File: src/rtl/seg7_pkg.sv
// Shared types and hex-to-segment table for the 7-segment scan path.
package seg7_pkg;

  typedef enum logic [1:0] {
    IDLE  = 2'd0,
    GUARD = 2'd1,
    SHOW  = 2'd2
  } state_t;

  // {g,f,e,d,c,b,a}, active-high, indexed by hex nibble
  localparam logic [6:0] SEG_TABLE [16] = '{
    7'h3F, 7'h06, 7'h5B, 7'h4F, 7'h66, 7'h6D, 7'h7D, 7'h07,
    7'h7F, 7'h6F, 7'h77, 7'h7C, 7'h39, 7'h5E, 7'h79, 7'h71
  };

  function automatic logic [6:0] hex_to_seg(input logic [3:0] nib);
    return SEG_TABLE[nib];
  endfunction

endpackage

File: src/rtl/seg7_hex_decode.sv
// Combinational hex nibble to 7-segment pattern.
module seg7_hex_decode
  import seg7_pkg::*;
(
  input  logic [3:0] nibble,
  output logic [6:0] segments
);

  always_comb begin
    segments = hex_to_seg(nibble);
  end

endmodule

File: src/rtl/seg7_scan_ctrl.sv
// Multiplexed 7-segment scan controller with guard blanking and a
// double-buffered value that swaps in only at frame boundaries.
module seg7_scan_ctrl
  import seg7_pkg::*;
#(
  parameter int unsigned CLK_DIV      = 8,
  parameter int unsigned BLANK_CYCLES = 2,
  parameter int unsigned NUM_DIGITS   = 4
) (
  input  logic                      clk,
  input  logic                      rst,
  input  logic                      enable,
  input  logic                      load_valid,
  output logic                      load_ready,
  input  logic [4*NUM_DIGITS-1:0]   load_data,
  input  logic [NUM_DIGITS-1:0]     load_dp,
  input  logic                      load_blank_lz,
  output logic [6:0]                segments,
  output logic                      dp,
  output logic [NUM_DIGITS-1:0]     digit_en,
  output logic                      frame_done
);

  localparam int unsigned CW = (CLK_DIV > 1) ? $clog2(CLK_DIV) : 1;
  localparam int unsigned IW = (NUM_DIGITS > 1) ? $clog2(NUM_DIGITS) : 1;
  localparam logic [CW-1:0] GUARD_LAST = CW'(BLANK_CYCLES - 1);
  localparam logic [CW-1:0] SLOT_LAST  = CW'(CLK_DIV - 1);
  localparam logic [IW-1:0] IDX_LAST   = IW'(NUM_DIGITS - 1);

  state_t                  state, nstate;
  logic [CW-1:0]           cnt, ncnt;
  logic [IW-1:0]           idx, nidx;

  logic [4*NUM_DIGITS-1:0] act_data, sh_data;
  logic [NUM_DIGITS-1:0]   act_dp, sh_dp;
  logic                    act_blz, sh_blz, sh_full;

  logic [NUM_DIGITS-1:0]   zero_from;
  logic [NUM_DIGITS-1:0]   cur_onehot;
  logic [3:0]              cur_nib;
  logic                    cur_dp, cur_blank;
  logic [6:0]              dec_seg;
  logic                    show_n, transfer;

  assign load_ready = ~sh_full;
  assign transfer   = sh_full && (frame_done || state == IDLE);

  always_comb begin
    nstate = state;
    ncnt   = cnt;
    nidx   = idx;
    if (!enable) begin
      nstate = IDLE;
      ncnt   = '0;
      nidx   = '0;
    end else begin
      unique case (state)
        IDLE: begin
          nstate = GUARD;
          ncnt   = '0;
          nidx   = '0;
        end
        GUARD: begin
          if (cnt == GUARD_LAST) nstate = SHOW;
          ncnt = cnt + CW'(1);
        end
        SHOW: begin
          if (cnt == SLOT_LAST) begin
            nstate = GUARD;
            ncnt   = '0;
            nidx   = (idx == IDX_LAST) ? '0 : idx + IW'(1);
          end else begin
            ncnt = cnt + CW'(1);
          end
        end
        default: begin
          nstate = IDLE;
          ncnt   = '0;
          nidx   = '0;
        end
      endcase
    end
  end

  // Digit k is a leading zero when every nibble from k upward is zero.
  always_comb begin
    zero_from  = '0;
    cur_onehot = '0;
    cur_nib    = '0;
    cur_dp     = 1'b0;
    cur_blank  = 1'b0;
    for (int unsigned k = 0; k < NUM_DIGITS; k++) begin
      zero_from[k] = ((act_data >> (4 * k)) == '0);
      if (nidx == IW'(k)) begin
        cur_onehot[k] = 1'b1;
        cur_nib       = act_data[4*k +: 4];
        cur_dp        = act_dp[k];
        cur_blank     = act_blz && (k != 0) && zero_from[k];
      end
    end
  end

  seg7_hex_decode u_decode (
    .nibble   (cur_nib),
    .segments (dec_seg)
  );

  assign show_n = (nstate == SHOW);

  always_ff @(posedge clk or posedge rst) begin
    if (rst) begin
      state      <= IDLE;
      cnt        <= '0;
      idx        <= '0;
      segments   <= '0;
      dp         <= 1'b0;
      digit_en   <= '0;
      frame_done <= 1'b0;
      act_data   <= '0;
      act_dp     <= '0;
      act_blz    <= 1'b0;
      sh_data    <= '0;
      sh_dp      <= '0;
      sh_blz     <= 1'b0;
      sh_full    <= 1'b0;
    end else begin
      state      <= nstate;
      cnt        <= ncnt;
      idx        <= nidx;
      segments   <= (show_n && !cur_blank) ? dec_seg : '0;
      dp         <= show_n && cur_dp;
      digit_en   <= show_n ? cur_onehot : '0;
      frame_done <= show_n && (nidx == IDX_LAST) && (ncnt == SLOT_LAST);
      if (transfer) begin
        act_data <= sh_data;
        act_dp   <= sh_dp;
        act_blz  <= sh_blz;
        sh_full  <= 1'b0;
      end else if (load_valid && !sh_full) begin
        sh_data  <= load_data;
        sh_dp    <= load_dp;
        sh_blz   <= load_blank_lz;
        sh_full  <= 1'b1;
      end
    end
  end

endmodule

File: config.mk
export PLATFORM = sky130hd
export DESIGN_NAME = seg7_scan_ctrl
export DESIGN_NICKNAME = d
export VERILOG_FILES = /design/src/rtl/seg7_pkg.sv /design/src/rtl/seg7_hex_decode.sv /design/src/rtl/seg7_scan_ctrl.sv
export SDC_FILE = /design/constraint.sdc
export NUM_CORES = 1
export LEC_CHECK = 0
export ABC_CLOCK_PERIOD_IN_PS = 4000
export CAP_MARGIN = 30
export CORE_AREA = 5 5 88 90
export DETAILED_ROUTE_END_ITERATION = 8
export DIE_AREA = 0 0 93 95
export GPL_TIMING_DRIVEN = 0
export PLACE_DENSITY_LB_ADDON = 0.1
export SLEW_MARGIN = 0
export SYNTH_ARGS = -nofsm -noshare
export SYNTH_HDL_FRONTEND = slang
export SYNTH_SLANG_ARGS = --single-unit
export TNS_END_PERCENT = 1
File: constraint.sdc
create_clock -name clk -period 4 [get_ports clk]
set_clock_uncertainty 0.1 [all_clocks]
set_input_delay 0.8 -clock clk [delete_from_list [all_inputs] [get_ports clk]]
set_output_delay 0.8 -clock clk [all_outputs]
set_load 0.05 [all_outputs]
Word level (Yosys, flattened, before mapping). Memories as Yosys holds them, arrays and structs flattened. Index checks and enable logic that the tools add are counted. W data, S select, Z words.

Add/subtract/negate cells: 2. Multipliers: 0. Divide/modulo/power cells: 0. $lt $le $gt $ge: 1. Equality and inequality tests: 10. Shift-type cells: 0. Multiplexer cells: 32. Bitwise operators: 3. Reductions and logical operators: 19.

Operator list (number): $logic_not A16 Y1 (3); $mux W7 (3); $mux W4 (5); $mux W1 (13); $mux W2 (6); $eq A2 B2 Y1 const B (5); $logic_and A1 B1 Y1 (9); $eq A3 B3 Y1 const B (2); $mux W3 (2); $pmux W2 S3 (1); $pmux W3 S2 (1); $ge A5 B5 Y1 const B (1); $not A4 Y5 (1); $eq A2 B1 Y1 const B (2); $logic_not A2 Y1 (2); $pmux W2 S2 (1); $add A3 B1 Y3 const B (1); $eq A3 B1 Y1 const B (1); $add A2 B1 Y2 const B (1); $logic_not A1 Y1 (2); $not A1 Y1 (2); $reduce_and A2 Y1 (1); $reduce_bool A2 Y1 (1); $logic_or A1 B1 Y1 (1).

Register bits: 63. Bits in latches: 0. Memory bits (writable): 0. Bits in read-only memories: 112. Output and inout port bits: 14. Logic and storage cells: 82. Memories: 1.

Memories: (no name shown) (words 16, width 7, rd ports 1, clocked after Yosys merged registers in 0, write ports 0, line seg7_pkg.sv:17) `return SEG_TABLE[nib];`.

Depth between registers and ports, before layout. Gate-level depths: netlist of the first run.

Depth after elaboration: 15. Depth in mapped cells: 13.

Modules after synthesis. A second synthesis of the first run with hierarchy kept.

Cells, all modules: 229. Area total of the unflattened synthesis: 2981.6 µm².

Modules (own cells, without submodules): seg7_scan_ctrl (instances 1, cells an instance 196, area each 2693.8 µm²); seg7_hex_decode (instances 1, cells an instance 33, area each 287.8 µm²).

Worst setup path after synthesis of the first run. No wires, ideal clock.

Path type: input to register. Start point: input enable. End point: register segments[6]. Data arrival time: 2749 ps. Required time: 3796 ps. Setup slack: 1047 ps. Stages: 10. Buffers on the path: 1. Cells stage by stage: and2_1 buf_4 nand3_1 o22a_1 a221oi_1 inv_1 ha_1 nand3_1 a21bo_1 a221oi_1.

Cells in the longest elaborated chain, start to end: 11. Elaborated cells on any way between the ends: 21. Classes of those cells: eq/ne (4); mux (12); bitwise (1); reduce/logical (3); memory (1).

Ends and longest elaborated chain: start: declaration (line seg7_scan_ctrl.sv:12) `input logic enable,`; $mux W2 (line seg7_scan_ctrl.sv:52) `if (!enable) begin`; $logic_not A2 Y1 (line seg7_scan_ctrl.sv:94) `if (nidx == IW'(k)) begin`; $mux W4 (4 in a row) (line seg7_scan_ctrl.sv:94); $not A4 Y5 (not written as such) (line seg7_pkg.sv:17); $mem_v2 Z16 W7; $mux W7 (not written as such) (2 in a row) (line seg7_pkg.sv:17); $mux W7 * (line seg7_scan_ctrl.sv:130) `segments <= (show_n && !cur_blank) ? dec_seg : '0;`; end signal: assignment (line seg7_scan_ctrl.sv:130); end: declaration (line seg7_scan_ctrl.sv:18) `output logic [6:0] segments,`.

Mark *: on every way between the ends. The rest lies on a longest branch, timed or not. The select of a mux whose other input is x is not followed. A chain may end at the register's enable or synchronous reset.

Worst setup path after layout of the first run. Ends and elaborated chain as after synthesis.

==> results of run 1 <==
[flip-flops by register name, indices dropped and copies added (netlist names), 2 cells and up]
| name | flops |
|---|---|
| sh_data | 16 |
| state | 2 |
| sh_dp | 4 |
| cnt | 3 |
| idx | 2 |
| act_data | 16 |
| segments | 7 |
| act_dp | 4 |
| digit_en | 4 |
[path summary, 6_finish.rpt]
path / start / endpoint / cells past startpoint
min reg2reg: sh_data[11] / act_data[11] / 1
max: enable / segments[6] / 11
max in group asynchronous: rst / act_dp[0] / 3
min: sh_data[11] / act_data[11] / 1
max reg2reg: cnt[0] / segments[6] / 12
min in group asynchronous: rst / state[0] / 2
[cell usage in the layout, fill, tap and decap left out, types with 3 or more instances in the layout]
| cell type | n |
|---|---|
| a21oi_1 | 4 |
| a221o_1 | 3 |
| a221oi_1 | 5 |
| and2_1 | 4 |
| clkbuf_1 | 3 |
| clkbuf_8 | 12 |
| clkdlybuf4s50_1 | 38 |
| dfrtp_1 | 63 |
| ha_1 | 14 |
| inv_1 | 11 |
| mux2_2 | 42 |
| nand2_1 | 9 |
| nand3_1 | 6 |
| nor2_1 | 12 |
| nor3_1 | 4 |
| o21a_1 | 4 |
| o21ai_0 | 3 |
| o22ai_1 | 4 |
[report_power, final]
group          switching (mW)  internal, mW  total, mW
Sequential              0.115         0.829      0.944
Combinational           0.268         0.321      0.589
Clock                   0.243         0.340      0.583
Total                   0.627          1.49       2.12
[worst max-delay path: stages]
cell,delay [ps]
clkdlybuf4s50_1,520
and2_1,140
buf_4,160
o21ai_1,170
o22a_1,240
a221oi_1,710
inv_1,220
ha_1,260
nand3_1,90
a21bo_1,210
a221oi_1,260
[logic make-up (layout without fill, tap and decap cells)]
family / count (synthesis) / count (layout) / synth area share
DFF: 63 / 63 / 0.524
and+or+nand+nor: 50 / 50 / 0.0890
adders and majority gates: 14 / 14 / 0.0582
buffers and inverters: 20 / 75 / 0.0303
muxes: 45 / 45 / 0.169
AOI/OAI and AO/OA: 48 / 48 / 0.130
[synthesized netlist by cell type (all sizes together) (3+ instances only)]
cell type,number
nor3,4
nor2,13
nor2b,3
mux2,43
buf,5
o211ai,3
o21a,4
clkbuf,3
a221o,3
inv,12
a21oi,4
ha,14
and2,4
dfrtp,63
a221oi,5
nand2,10
nand3,6
o22ai,5
o21ai,6
[layout make-up]
| type | count | share of cell area |
|---|---|---|
| Buffer | 8 | 0.0124 |
| Clock buffer | 12 | 0.0443 |
| Clock inverter | 4 | 0.0138 |
| Inverter | 12 | 0.0121 |
| Multi-Input combinational cell | 157 | 0.360 |
| Sequential cell | 63 | 0.423 |
| Tap cell | 82 | 0.0275 |
| Timing Repair Buffer | 39 | 0.107 |
[metal layers]
layer  up-vias  part of all wire  track usage
met2        59              0.47        0.218
met4         0             0.017       0.0549
met3        11             0.063       0.0454
met1       988              0.45        0.189
li1        982                 -            -
met5         -                 0            0
[stage by stage]
stage	area [sq um]	setup slack, ps	total power, mW	util
floorplan	3010	1050	1.39	-
global placement	3490	73.1	1.53	0.500
detailed placement	3510	65.8	1.55	0.503
CTS	3730	423	2.14	0.534
global route	3730	134	2.25	0.534
finish	3730	354	2.12	0.534
==> key figures, run 1 <==
Timing
  – Worst Tran Pin Value: 781 ps
  – Setup TNS: 0 ps
  – Smallest hold slack: 400 ps
  – Crit share post-route: 0.912
  – Final setup viols: 0
  – Max_slew headroom: 0.480
  – Final Hold Fails: 0
  – Fin. max-slew vios: 0
  – RSZ-0062 raised after global routing: false
  – Period minus WS final: 3650 ps
  – Fmax: 274 MHz

Global routing
  – First-pass GRT wire length: 9650 um
  – Initial antenna violation count: 0
  – Total GRT Usage: 0.143
  – Global route overflow: 0
  – Largest net degree at the start of global routing: 36
  – Vias in the first global route: 1,963

Setup path
  – Crit path kind: input pin to flip-flop
  – Worst R2R Setup Slack: 440 ps
  – Crit start category: input pin
  – CP required: 4130 ps
  – Critical path arrival: 3770 ps
  – Critical path capture point type: flip-flop
  – Critical Path Fanout Max: 10

Clock network
  – Postcts setup bufs: 0
  – Clk sinks: 63
  – Clk_lat worst skew: 330 ps
  – Post-CTS Resized: 0
  – Clk buf depth: 2
  – Num CTS Buffers: 9
  – H-tree Lvls: 3
  – Clk root buf: clkbuf_8
  – Worst-path clk slew: 70 ps
  – Clock tree from TritonCTS: built
  – CTS hold repair buffers: 0

Die
  – Core area: 0.00698 sq mm
  – Initial Util: 0.431
  – FP Rows: 31
  – Die area: 0.00884 sq mm
  – I/O pin count: 39
  – Die width: 93 um
  – Die Y: 95 um

Placement
  – Total placed cells including tap cells: 361
  – IO buf count: 38
  – Post-DP HPWL: 4290 um
  – Routability congestion estimate: 0.798

Detailed routing
  – # DRC: 0
  – DR vias: 2,040
  – Pre-antenna DRT Iters: 4
  – WL final: 5750 um
  – Post-DRT Antenna Nets: 0
  – DRT iter0 DRCs: 125
  – WL/cell: 15.2 um
  – Vias per cell: 5.41

Layout
  – Final net count: 329
  – Final Non-Filler Cells: 377
  – Fraction of layout cells with a size suffix above 1: 0.258
  – Area grow syn2layout: 23.9%
  – Fill count: 629
  – Antenna cell count: 0
  – Multi-input gate area: 0.00134 sq mm
  – Register area: 0.00158 sq mm

Logic synthesis
  – Post-synth ARST share: 1.00
  – Post-Syn Nets: 279
  – Yosys top cell by area: dfrtp_1
  – Top cells by area, synth: dfrtp_1 (52%), mux2_2 (16%), ha_1 (5.8%), inv_1 (1.5%), nor2_1 (1.5%)
  – Seq/Total Area, Yosys: 0.524
  – Post-Syn Area: 0.00301 sq mm
  – Area fraction of the dominant cell type after synthesis: 0.524
  – Cells after synthesis: 240
  – Ys Warns: 0
  – Synth Flop Type: dfrtp_1
  – Seq cells post-synth: 63
  – Avg Inst Size Synth: 12.5 sq um
  – Netlist cell types: 55
  – EDFF count, synth: 0

Power and ir drop
  – Worst VDD drop: 0.000277 V
  – Power density of the placed cells: 568 mW/mm^2
  – P_leak: 1.62 nW

Run status
  – Status: completed

Hold path
  – Hold Crit Class: flip-flop to flip-flop

Run
  – Max Cap Violations: 0
Note: power is estimated with default switching activity, not from simulation.
==> run 2, diff against run 1 <==
--- a/constraint.sdc
+++ b/constraint.sdc
@@ -4,2 +4,2 @@
 set_output_delay 0.8 -clock clk [all_outputs]
-set_load 0.05 [all_outputs]
+set_load 0.01 [all_outputs]
==> results of run 2 <==
Same layout as run 1 (identical final DEF). Status: completed.
Among the figures that moved: total power 2.12 mW -> 2.11 mW
